<file path="src/rtl/muldiv_pkg.sv">
// Shared types for the iterative multiply/divide unit.
package muldiv_pkg;

  typedef enum logic [1:0] {MD_IDLE, MD_RUN, MD_DONE} md_state_t;
  typedef enum logic {MD_MUL, MD_DIV} md_op_t;

endpackage

</file>
<file path="src/rtl/add_sub_w.sv">
// N-bit ripple adder/subtractor; co is the carry out (not-borrow when subtracting).
module add_sub_w #(
  parameter int unsigned N = 33
) (
  input  logic [N-1:0] a,
  input  logic [N-1:0] b,
  input  logic         sub,
  output logic [N-1:0] sum,
  output logic         co
);

  logic [N:0]   c;
  logic [N-1:0] b_eff;

  assign c[0]  = sub;
  assign b_eff = b ^ {N{sub}};
  assign co    = c[N];

  for (genvar i = 0; i < N; i++) begin : g_bit
    full_adder u_fa (
      .a  (a[i]),
      .b  (b_eff[i]),
      .ci (c[i]),
      .s  (sum[i]),
      .co (c[i+1])
    );
  end

endmodule

</file>
<file path="src/rtl/full_adder.sv">
// One-bit full adder cell.
module full_adder (
  input  logic a,
  input  logic b,
  input  logic ci,
  output logic s,
  output logic co
);

  assign s  = a ^ b ^ ci;
  assign co = (a & b) | (a & ci) | (b & ci);

endmodule

</file>
<file path="src/rtl/iter_muldiv.sv">
// Iterative unsigned multiply (shift-add) / divide (restoring) with start/busy/done handshake.
module iter_muldiv
  import muldiv_pkg::*;
#(
  parameter int unsigned W = 32
) (
  input  logic         clk,
  input  logic         r,
  input  logic         start,
  input  logic         op,
  input  logic [W-1:0] x,
  input  logic [W-1:0] y,
  output logic         busy,
  output logic         done,
  output logic [W-1:0] hi,
  output logic [W-1:0] lo,
  output logic         div_zero
);

  localparam int unsigned CW = $clog2(W) + 1;

  md_state_t      state, state_nx;
  md_op_t         op_q;
  logic [W-1:0]   y_q;
  logic [W-1:0]   q;
  logic [W:0]     acc;
  logic [CW-1:0]  cnt;
  logic           last;

  logic [W:0]     add_a, add_b, add_s;
  logic           add_co, add_sub;
  logic [W:0]     acc_nx;
  logic [W-1:0]   q_nx;

  assign last = (cnt == CW'(W - 1));
  assign busy = (state != MD_IDLE);
  assign done = (state == MD_DONE);

  always_ff @(posedge clk) begin
    if (r) state <= MD_IDLE;
    else   state <= state_nx;
  end

  always_comb begin
    state_nx = state;
    case (state)
      MD_IDLE: if (start) state_nx = (op && (y == '0)) ? MD_DONE : MD_RUN;
      MD_RUN:  if (last)  state_nx = MD_DONE;
      MD_DONE: state_nx = MD_IDLE;
      default: state_nx = MD_IDLE;
    endcase
  end

  // One adder serves both datapaths: acc is A for multiply and R for divide.
  always_comb begin
    add_sub = (op_q == MD_DIV);
    acc_nx  = acc;
    q_nx    = q;
    if (op_q == MD_DIV) begin
      add_a = {acc[W-1:0], q[W-1]};
      add_b = {1'b0, y_q};
      if (add_co) begin
        acc_nx = add_s;
        q_nx   = {q[W-2:0], 1'b1};
      end else begin
        acc_nx = add_a;
        q_nx   = {q[W-2:0], 1'b0};
      end
    end else begin
      add_a  = acc;
      add_b  = q[0] ? {1'b0, y_q} : '0;
      acc_nx = {1'b0, add_s[W:1]};
      q_nx   = {add_s[0], q[W-1:1]};
    end
  end

  add_sub_w #(.N(W + 1)) u_add (
    .a   (add_a),
    .b   (add_b),
    .sub (add_sub),
    .sum (add_s),
    .co  (add_co)
  );

  always_ff @(posedge clk) begin
    if (r) begin
      op_q     <= MD_MUL;
      y_q      <= '0;
      q        <= '0;
      acc      <= '0;
      cnt      <= '0;
      hi       <= '0;
      lo       <= '0;
      div_zero <= 1'b0;
    end else begin
      case (state)
        MD_IDLE: begin
          if (start) begin
            op_q     <= md_op_t'(op);
            y_q      <= y;
            q        <= x;
            acc      <= '0;
            cnt      <= '0;
            div_zero <= 1'b0;
            if (op && (y == '0)) begin
              div_zero <= 1'b1;
              hi       <= x;
              lo       <= '1;
            end
          end
        end
        MD_RUN: begin
          acc <= acc_nx;
          q   <= q_nx;
          cnt <= cnt + 1'b1;
          // Results are registered on the last step so they are valid throughout DONE.
          if (last) begin
            hi <= acc_nx[W-1:0];
            lo <= q_nx;
          end
        end
        default: ;
      endcase
    end
  end

endmodule
</file>
<file path="config.mk">
export PLATFORM = sky130hd
export DESIGN_NAME = iter_muldiv
export DESIGN_NICKNAME = d
export VERILOG_FILES = /design/src/rtl/muldiv_pkg.sv /design/src/rtl/add_sub_w.sv /design/src/rtl/full_adder.sv /design/src/rtl/iter_muldiv.sv
export SDC_FILE = /design/constraint.sdc
export NUM_CORES = 1
export LEC_CHECK = 0
export ABC_AREA = 1
export ABC_CLOCK_PERIOD_IN_PS = 21300
export CAP_MARGIN = 15
export CORE_MARGIN = 2
export CORE_UTILIZATION = 35
export CTS_BUF_LIST = sky130_fd_sc_hd__clkbuf_4 sky130_fd_sc_hd__clkbuf_8 sky130_fd_sc_hd__clkbuf_16
export CTS_CLUSTER_SIZE = 25
export DETAILED_ROUTE_END_ITERATION = 8
export DONT_BUFFER_PORTS = 1
export SLEW_MARGIN = 20
export SYNTH_ARGS = -nofsm -noshare
export SYNTH_HDL_FRONTEND = slang
export SYNTH_HIERARCHICAL = 1
export SYNTH_SLANG_ARGS = --single-unit
</file>
<file path="constraint.sdc">
create_clock -name clk -period 21.3 [get_ports clk]
set_input_delay 4.26 -clock clk [delete_from_list [all_inputs] [get_ports clk]]
set_output_delay 4.26 -clock clk [all_outputs]
set_load 0.1 [all_outputs]
</file>
==> summary.txt <==
Run status
  • Status: complete, no violations

Setup path
  • Reg2reg start: add_sub$_SDFFE_PP0P_
  • Worst setup path end: hi[4]$_SDFFE_PP0P_
  • Critical path capture point type: flip-flop
  • Worst EP arrival: 16,770 ps
  • CP Launch Point: add_sub$_SDFFE_PP0P_
  • Critical Path Start Type: flip-flop
  • CP max FO: 58
  • Crit Path Category: flip-flop to flip-flop
  • Crit path largest cell delay: 690 ps
  • R2R Path End: hi[4]$_SDFFE_PP0P_
  • Critical-path cell with the highest stage delay: inv_1
  • Cell repeated most along the worst path: fa_1
  • R2R Setup Slk: 4910 ps
  • FF-to-FF path depth: 44
  • Worst endpoint required time: 21,680 ps

Synthesis
  • Synth area leaders: dfxtp_1 34%, nand2_1 16%, a21oi_1 11%
  • Synth unique cells: 34
  • EDFF count, synth: 0
  • Ys Warns: 6
  • FF+latch count, synth: 171
  • Post-synth ARST share: 0%
  • Seq/Total Area, Yosys: 33.6%
  • Post-synth top area share: 33.6%
  • Syn Std Cell Area: 10,200 um2
  • Syn_area_per_cell: 6.49 um2
  • Yosys top cell by area: dfxtp_1
  • Post-synthesis cell count: 1,569
  • Top_reg_cell synth: dfxtp_1

Clock network
  • Post-CTS Setup Inserts: 0
  • CTS tree: built
  • CTS root buffer: clkbuf_16
  • Clock Sinks: 171
  • Worst skew pair latency: 440 ps
  • Worst-path clk slew: 70 ps
  • H-tree levels: 4
  • CTS Buf Count: 17
  • Hold buffers post-CTS: 0
  • Post_cts resized: 0
  • Deepest clock path buffer count: 2

Final layout
  • Fillers: 3,165
  • Nets: 1,587
  • Share of layout cells above drive strength 1: 5.94%
  • Commonest cells after routing, fill and taps aside: 446 x nand2_1, 219 x a21oi_1, 170 x dfxtp_1
  • Most common cell after layout, fill and taps aside: nand2_1
  • Area growth syn-to-layout: 5.06%

Floorplan
  • Total core area: 28,700 um2
  • I/O Pins: 135
  • Die H: 175 um
  • Die ar.: 30,500 um2
  • Row Count: 62
  • Initial Util: 35.5%
  • Chip width: 175 um

Global route
  • First-pass GRT wire length: 47,400 um
  • Total GRT Usage: 19.5%
  • Number of global-route vias before repair: 8,651
  • Grt ovf: 0
  • Antenna violations before repair: 1
  • Largest net degree at the start of global routing: 92

Timing
  • Peak Freq: 0.0610 GHz
  • Number of hold violations in the final report: 0
  • RSZ-0062 raised after global routing: false
  • TNS Setup: 0 ps
  • Clock skew: 16.5 ps
  • Final worst-path cycle share: 77.0%
  • Slew margin rel.: 25.1%
  • PnR worst setup slack: 4910 ps
  • Final Max Slew Viols: 0
  • Final Critical Period: 16,390 ps
  • Min Hold Slack: 457 ps
  • Final setup violating endpoints: 0
  • Worst slew pin tran: 1120 ps

Power and ir drop
  • Tot Pwr: 921 uW
  • Leak: 4.86 nW
  • PwrDens: 86.1 nW/um2
  • VDD IR-drop max: 56.0 uV

Place
  • Count of input and output buffers: 0
  • Hpwl dp: 20,300 um
  • Setup slack at placement: 5110 ps
  • Gp weighted congestion: 0.891

Run
  • MaxCap Viol Count: 0

Hold path
  • Hold Crit Class: flip-flop to flip-flop

Route
  • Iter 0 DRT Violations: 854
  • Total Wirelength: 29,600 um
  • DRC: 0
  • Post-route ant nets: 0
  • Vias per inst: 5.00
  • DR pass1 iterations: 5
  • Total vias in the final route: 9,419
  • Wire length per cell: 15.7 um
[stage by stage]
step	cells	util, %	area (um2)
after CTS	1881	37.2	10700
final	1883	37.3	10700
after floorplan	1570	-	10200
after global placement	1849	35.1	10100
after global routing	1883	37.3	10700
after detailed placement	1849	35.1	10100
[layout make-up]
type	count	area, um2	area share (%)
multi-input cells	1131	5520	51.6
flip-flops and latches	171	3430	32.0
inverters	153	583	5.45
well taps	384	480	4.49
clock buffers	17	425	3.98
clock inverters	15	159	1.49
repair buffers	11	103	0.959
diodes	1	2.50	0.0234
[Yosys cell counts, types with 2 or more instances]
cell type / number
clkbuf_1: 25
o211ai_1: 2
buf_4: 9
o21ai_1: 8
o221ai_1: 3
nand2_1: 446
buf_12: 3
dfxtp_1: 171
nor3_1: 2
nand2_2: 33
o22ai_1: 3
nand3_1: 69
buf_1: 13
o21ai_0: 124
fa_1: 33
buf_6: 14
inv_1: 146
a21oi_1: 219
buf_2: 51
a211oi_1: 6
inv_2: 6
nor2_1: 171
[worst max-delay path: cells and delay by family (launching register included)]
kind                       cells  cell delay (ps)
adders and majority gates     33            13140
buffers and inverters          3             1520
DFF                            1              650
and+or+nand+nor                6              650
AOI/OAI and AO/OA              2              330
[kinds of logic (layout without fill, tap and decap cells)]
logic type      Yosys count  count (layout)  synth area share (%)
other cells               1               3                0.0368
compound gates          372             372                  18.9
buf+inv                 268             196                  12.4
fa+ha+maj                34              34                  6.61
flops                   171             171                  33.6
simple gates            723             723                  28.4
[how the worst min path moves through the flow]
stage / startpoint / end / cells past startpoint
4_1_cts: y_q[20]$_SDFFE_PP0P_ / y_q[20]$_SDFFE_PP0P_ / 2
3_3_place_gp: y_q[18]$_SDFFE_PP0P_ / y_q[18]$_SDFFE_PP0P_ / 2
2_1_floorplan: y_q[10]$_SDFFE_PP0P_ / y_q[10]$_SDFFE_PP0P_ / 2
5_1_grt: y_q[6]$_SDFFE_PP0P_ / y_q[6]$_SDFFE_PP0P_ / 2
6_report: y_q[20]$_SDFFE_PP0P_ / y_q[20]$_SDFFE_PP0P_ / 2
3_5_place_dp: y_q[20]$_SDFFE_PP0P_ / y_q[20]$_SDFFE_PP0P_ / 2
[report_power, final]
| part | switching, mW | internal [mW] |
|---|---|---|
| combinational | 0.129 | 0.0558 |
| clock | 0.150 | 0.166 |
| sequential | 0.0759 | 0.344 |
[sequential cells by signal, summed over array words and instances, names as in the netlist]
name      count
hi           32
lo           32
add_sub       1
div_zero      1
state         2
acc          33
cnt           6
y_q          32
q            32
[routing by layer]
layer	global-route usage [%]	part of all wire (%)	vias to the layer above
met3	5.87	8.0	48
met1	26.8	47	4285
met4	7.29	3.2	0
li1	-	-	4784
met5	0	0	-
met2	28.7	42	302
(Power assumes the default switching activity.)
